===== src/rtl/mem_loader.sv =====
// Image loader: packs a little-endian byte stream into DATA_W-bit words and
// writes them to sequential addresses, flagging write_done after NUM_WORDS words.
//
// state   | meaning
// --------+-------------------------------------------------
// IDLE    | waiting for write to start a load
// COLLECT | accepting bytes into the assembled word
// WRITE   | one-cycle memory write strobe for the assembled word
// DONE    | full image written; hold write_done until write drops
module mem_loader #(
  parameter int DATA_W    = 32,
  parameter int ADDR_W    = 10,
  parameter int NUM_WORDS = 256
) (
  input  logic              clk,
  input  logic              rst,
  input  logic              write,
  input  logic              byte_valid,
  input  logic [7:0]        byte_data,
  output logic              byte_ready,
  output logic              mem_we,
  output logic [ADDR_W-1:0] mem_addr,
  output logic [DATA_W-1:0] mem_wdata,
  output logic              write_done,
  output logic [ADDR_W:0]   word_count
);

  localparam int BYTES = DATA_W / 8;
  localparam int IDX_W = (BYTES > 1) ? $clog2(BYTES) : 1;
  localparam logic [IDX_W-1:0] LAST_IDX  = IDX_W'(BYTES - 1);
  localparam logic [ADDR_W:0]  LAST_WORD = (ADDR_W + 1)'(NUM_WORDS - 1);

  localparam logic [1:0] S_IDLE    = 2'd0;
  localparam logic [1:0] S_COLLECT = 2'd1;
  localparam logic [1:0] S_WRITE   = 2'd2;
  localparam logic [1:0] S_DONE    = 2'd3;

  logic [1:0]        state;
  logic [IDX_W-1:0]  byte_idx;
  logic [ADDR_W-1:0] addr;
  logic [DATA_W-1:0] word_buf;
  logic [DATA_W-1:0] word_next;
  logic [ADDR_W-1:0] mem_addr_q;
  logic [DATA_W-1:0] mem_wdata_q;

  // Shift-in from the top: after BYTES bytes the first one sits in the LSB.
  assign word_next = (word_buf >> 8) | (DATA_W'(byte_data) << (DATA_W - 8));

  always_ff @(posedge clk) begin
    if (rst) begin
      state       <= S_IDLE;
      byte_idx    <= '0;
      addr        <= '0;
      word_count  <= '0;
      word_buf    <= '0;
      mem_addr_q  <= '0;
      mem_wdata_q <= '0;
    end else begin
      case (state)
        S_IDLE: begin
          if (write) begin
            state      <= S_COLLECT;
            byte_idx   <= '0;
            addr       <= '0;
            word_count <= '0;
          end
        end
        S_COLLECT: begin
          if (!write) begin
            state <= S_IDLE;
          end else if (byte_valid) begin
            word_buf <= word_next;
            if (byte_idx == LAST_IDX) begin
              // Output registers capture the word so they hold after the strobe.
              mem_addr_q  <= addr;
              mem_wdata_q <= word_next;
              state       <= S_WRITE;
            end else begin
              byte_idx <= byte_idx + 1'b1;
            end
          end
        end
        S_WRITE: begin
          addr       <= addr + 1'b1;
          word_count <= word_count + 1'b1;
          byte_idx   <= '0;
          if (!write)
            state <= S_IDLE;
          else if (word_count == LAST_WORD)
            state <= S_DONE;
          else
            state <= S_COLLECT;
        end
        S_DONE: begin
          if (!write)
            state <= S_IDLE;
        end
        default: state <= S_IDLE;
      endcase
    end
  end

  assign byte_ready = (state == S_COLLECT);
  assign mem_we     = (state == S_WRITE);
  assign write_done = (state == S_DONE);
  assign mem_addr   = mem_addr_q;
  assign mem_wdata  = mem_wdata_q;

endmodule


===== config.mk =====
export PLATFORM = sky130hd
export DESIGN_NAME = mem_loader
export DESIGN_NICKNAME = d
export VERILOG_FILES = /design/src/rtl/mem_loader.sv
export SDC_FILE = /design/constraint.sdc
export NUM_CORES = 1
export LEC_CHECK = 0
export CAP_MARGIN = 40
export CELL_PAD_IN_SITES_DETAIL_PLACEMENT = 1
export CELL_PAD_IN_SITES_GLOBAL_PLACEMENT = 1
export CORE_UTILIZATION = 38
export DETAILED_ROUTE_END_ITERATION = 10
export GPL_TIMING_DRIVEN = 1
export PLACE_DENSITY_LB_ADDON = 0.1
export SKIP_LAST_GASP = 1
export SYNTH_ARGS = -nofsm -noshare
export SYNTH_HDL_FRONTEND = slang
export SYNTH_SLANG_ARGS = --single-unit

===== constraint.sdc =====
create_clock -name clk -period 2.1 [get_ports clk]
set_clock_uncertainty 0.1 [all_clocks]
set_input_delay 0.42 -clock clk [delete_from_list [all_inputs] [get_ports clk]]
set_output_delay 0.42 -clock clk [all_outputs]
set_load 0.005 [all_outputs]

-- After elaboration in Yosys (flattened, before gate mapping)
Cells that the tools add are included.
Widths: inputs -> output; s select.
- register bits: 99
- bits of input ports: 12
- output and inout bits: 56
- word-level logic and storage cells: 48
- add/subtract/negate cells: 3
- eq/ne operators: 12
- multiplexer cells: 17
- bitwise gates (word level): 1
- reductions and logical operators: 8
- operator list (cell ; count):
    $or 24x32->32 ; 1
    $mux 2 ; 11
    $pmux 11 s2 ; 1
    $pmux 10 s2 ; 1
    $add 11x1->11 const B ; 1
    $eq 11x8->1 const B ; 1
    $mux 11 ; 1
    $add 10x1->10 const B ; 1
    $mux 10 ; 1
    $ne 2x2->1 const B ; 5
    $pmux 2 s4 ; 1
    $reduce_and 4->1 ; 2
    $eq 2x2->1 const B ; 3
    $pmux 2 s3 ; 1
    $reduce_and 5->1 ; 1
    $ne 3x2->1 const B ; 1
    $ne 3x3->1 const B ; 1
    $reduce_and 3->1 ; 1
    $reduce_bool 3->1 ; 1
    $add 2x1->2 const B ; 1
    $eq 2x1->1 const B ; 1
    $logic_not 2->1 ; 1
    $reduce_and 2->1 ; 1
    $reduce_bool 2->1 ; 1

-- Depth between registers and ports, before layout
- depth after elaboration: 5
- mapped depth: 6
- mapped depth without buffers: 4

-- Least setup slack after synthesis
No wires, ideal clock.
- path kind: register -> register
- start: reg word_count[0]
- end: reg word_count[10]
- library setup time: 123 ps
- data arrival time: 1311 ps
- required time: 1877 ps
- slack: 566 ps
- stages on the path, launching flop included: 5
- path buffers: 0
- clock period less this slack: 1534 ps
- path through: dfxtp_1 -> ha_1 -> nand3_1 -> nor4_2 -> mux2_1
- longest elaborated chain between the ends: 2
- ends and longest elaborated chain (what ; RTL line ; source):
    start, declared ; 25 ; output logic [ADDR_W:0] word_count
    start signal, assigned ; 85 ; word_count <= word_count + 1'b1;
    $add 11x1->11 ; 85 ;
    $pmux 11 s2 ; 59 ; case (state)
No other way between the ends.
A chain may end at the register's enable or synchronous reset.

-- Worst setup path in the final report
- start: reg state[0]
- end: out mem_we
- longest elaborated chain between the ends: 1
- ends and longest elaborated chain (what ; RTL line ; source):
    start, declared ; 38 ; logic [1:0] state;
    start signal, assigned ; 51 ; state <= S_IDLE;
    start signal, assigned ; 62 ; state <= S_COLLECT;
    start signal, assigned ; 70 ; state <= S_IDLE;
    $eq 2x2->1 ; 104 ; assign mem_we = (state == S_WRITE);
    end, declared ; 21 ; output logic mem_we,
No other way between the ends.

==> results by group <==
Status
  • Outcome: complete, no violations

Hold path
  • Hold Path Sink: word_buf[13]
  • Hold path cells: 2
  • Hold Startpoint: word_buf[13]
  • Worst min path class: flop to flop

STA
  • Worst slew margin: 70.9%
  • Unrepaired setup endpoints after global routing: false
  • # setup viols final: 0
  • Hold Vio Cnt, Final: 0
  • Final period util: 95.0%
  • Fin crit period: 1.99 ns
  • Fmax: 0.501 GHz
  • Pin slew with the least headroom to its limit: 0.437 ns
  • Fin. max-slew vios: 0

Yosys
  • Synth top area share: 48.5%
  • Largest cells by area after synthesis: dfxtp_1 (49%), a21oi_1 (10%), nand3_1 (6.3%)
  • Sequential share of the synthesized area: 48.5%
  • Commonest cells post-synth: dfxtp_1 (91), a21oi_1 (75), nand2_1 (62)
  • Unique masters post-synth: 41
  • Cells after Synth: 456
  • Post-synth EDFFs: 0
  • Main flop type after synthesis: dfxtp_1
  • Synthesized flop and latch total: 91
  • Largest area contributor in the netlist: dfxtp_1
  • Post-Syn Area: 3760 sq um
  • Mapped Avg Cell Area: 8.24 sq um
  • Ys Warns: 0
  • Post-synth ARST share: 0%
  • Syn_nets: 471
  • Cell with the most instances after synthesis: dfxtp_1

Clock network
  • H-tree levels: 3
  • # clock sinks: 91
  • Num CTS Buffers: 9
  • Post-CTS setup buffer count: 0
  • Hold_buf cts: 0
  • Clock Tree Buf Depth: 2
  • Root Driver: clkbuf_8
  • CTS tree: yes
  • Clk Latency, worst-skew pair: 0.36 ns
  • Clock transition at path regs: 0.09 ns

Route
  • Routed length per instance: 15.9 microns
  • DR iter-0 viols: 152
  • ANT nets after route: 0
  • DR pass1 iterations: 4
  • DR vias: 3505
  • Drt total wl: 10300 microns
  • DR WL met3: 382 microns
  • Vias per std cell: 5.41
  • Wire length on met2: 4740 microns
  • Met1 wire length: 5070 microns
  • Max Used Layer: met4
  • DRC viols: 0

Placement
  • Post-DP HPWL: 7060 microns
  • Port Buffers: 67
  • Routability cong.: 0.725

Setup path
  • Crit. End Element: output port
  • Crit-path max FO: 6
  • CP arrival: 1.47 ns
  • Worst r2r path cells: 4
  • Crit-path cells: nand2b_1 -> inv_2 -> clkdlybuf4s50_1
  • Worst Setup Start Kind: flop
  • CP peak stage delay: 0.49 ns
  • CP Buf/Inv Count: 2
  • Worst endpoint required time: 1.58 ns
  • Critical path class: flop to output port
  • Crit path max-delay family: buffers and inverters
  • Reg2Reg Setup Slack: 0.39 ns
  • Worst path slowest cell: clkdlybuf4s50_1
  • Reg-to-Reg End: word_count[10]
  • Reg2reg start: word_count[0]

Global route
  • Vias in the first global route: 3434
  • Initial antenna violation count: 0
  • Total track usage: 21.6%
  • First-pass GRT wire length: 17300 microns
  • Largest net degree at the start of global routing: 51
  • GR Overflow Total: 0

Layout
  • Area growth syn-to-layout: 31.2%
  • Ratio of cells with drive above 1 in the final layout: 9.44%
  • Post-layout util: 52.3%
  • N_diodes: 0
  • Nets: 530
  • Fill cell count: 1136

Die
  • Die area: 10300 sq um
  • Chip height: 101 microns
  • FP Rows: 35
  • Die W: 101 microns
  • I/O pins: 68
  • Core area: 9420 sq um
  • Starting Density: 39.9%

Run
  • Max Cap Viol: 0

Power and ir drop
  • Lkg Pwr: 1.58 nW
  • PnR Total Power: 3.42 mW
  • PwrDens: 694 nW/um^2
  • VDD IR-drop max: 0.000374 V
report_power, final:
part           switching, mW  total (mW)  internal, mW
Combinational         0.0908       0.147        0.0563
Clock                  0.626        1.54         0.911
Sequential           0.00554        1.74          1.73
Total                  0.722        3.42          2.70
metrics by stage:
stage	setup TNS (ns)	hold WS, ns	instances	cell area, sq um	worst slack, ns
after global placement	0	0.344	633	4660	0.117
final	0	0.361	648	4930	0.105
after detailed placement	0	0.351	633	4660	0.0474
after CTS	-0.00333	0.366	648	4920	-0.00333
after global routing	0	0.397	648	4930	0.0273
after floorplan	0	0.337	456	3760	0.566
worst max-delay path by stage:
| stage | start | to | slack [ns] | depth (start not counted) |
|---|---|---|---|---|
| after CTS | state[1] | mem_we | -0.003 | 3 |
| after detailed placement | byte_valid | byte_idx[1] | 0.05 | 4 |
| final | state[0] | mem_we | 0.11 | 3 |
| after floorplan | word_count[0] | word_count[10] | 0.57 | 4 |
| after global placement | write | word_count[10] | 0.12 | 5 |
| after global routing | state[1] | mem_we | 0.03 | 3 |
layer usage:
layer	track usage, %	vias to the layer above
li1	-	1731
met1	29.7	1688
met2	34.6	78
met3	4.35	8
met4	6.13	0
met5	0	-
sequential cells by signal, indices dropped and copies added (netlist names):
register / cells
addr: 10
word_buf: 24
mem_wdata: 32
byte_idx: 2
state: 2
word_count: 11
mem_addr: 10
area by class of cell:
| cell class | count | area (sq um) | area share, % |
|---|---|---|---|
| flip-flops and latches | 91 | 1820 | 37.0 |
| multi-input cells | 320 | 1750 | 35.5 |
| repair buffers | 88 | 911 | 18.5 |
| well taps | 129 | 161 | 3.28 |
| clock inverters | 6 | 138 | 2.79 |
| clock buffers | 9 | 124 | 2.51 |
| inverters | 5 | 18.8 | 0.381 |
what timing repair did:
action | CTS | global route
setup endpoints to repair | 1 | 2
cloned | 0 | 0
resized for setup | 2 | 2
logic make-up after synthesis:
logic type                 share of synthesized area, %
and+or+nand+nor                                    23.1
DFF                                                48.5
buffers and inverters                              5.10
adders and majority gates                         0.999
AOI/OAI and AO/OA                                  19.7
muxes                                              2.63
tightest hold or removal path: stages (launching register included):
cell and delay [ns]:
dfxtp_1 0.32, nand2_1 0.05, a21oi_1 0.05
layout by cell type, fill, tap and decap left out, types with 5 or more instances in the layout:
cell and n:
a21oi_1 75, o21ai_0 26, dfxtp_1 89, nand4_1 5, o211ai_1 5, nand3_1 47
nand2_1 62, nor3b_1 9, or3_1 5, mux2_2 5, clkdlybuf4s50_1 66, o21ai_1 18
nor2_1 14, buf_12 7, clkbuf_8 9, buf_4 14
Note: power is estimated with default switching activity, not from simulation.
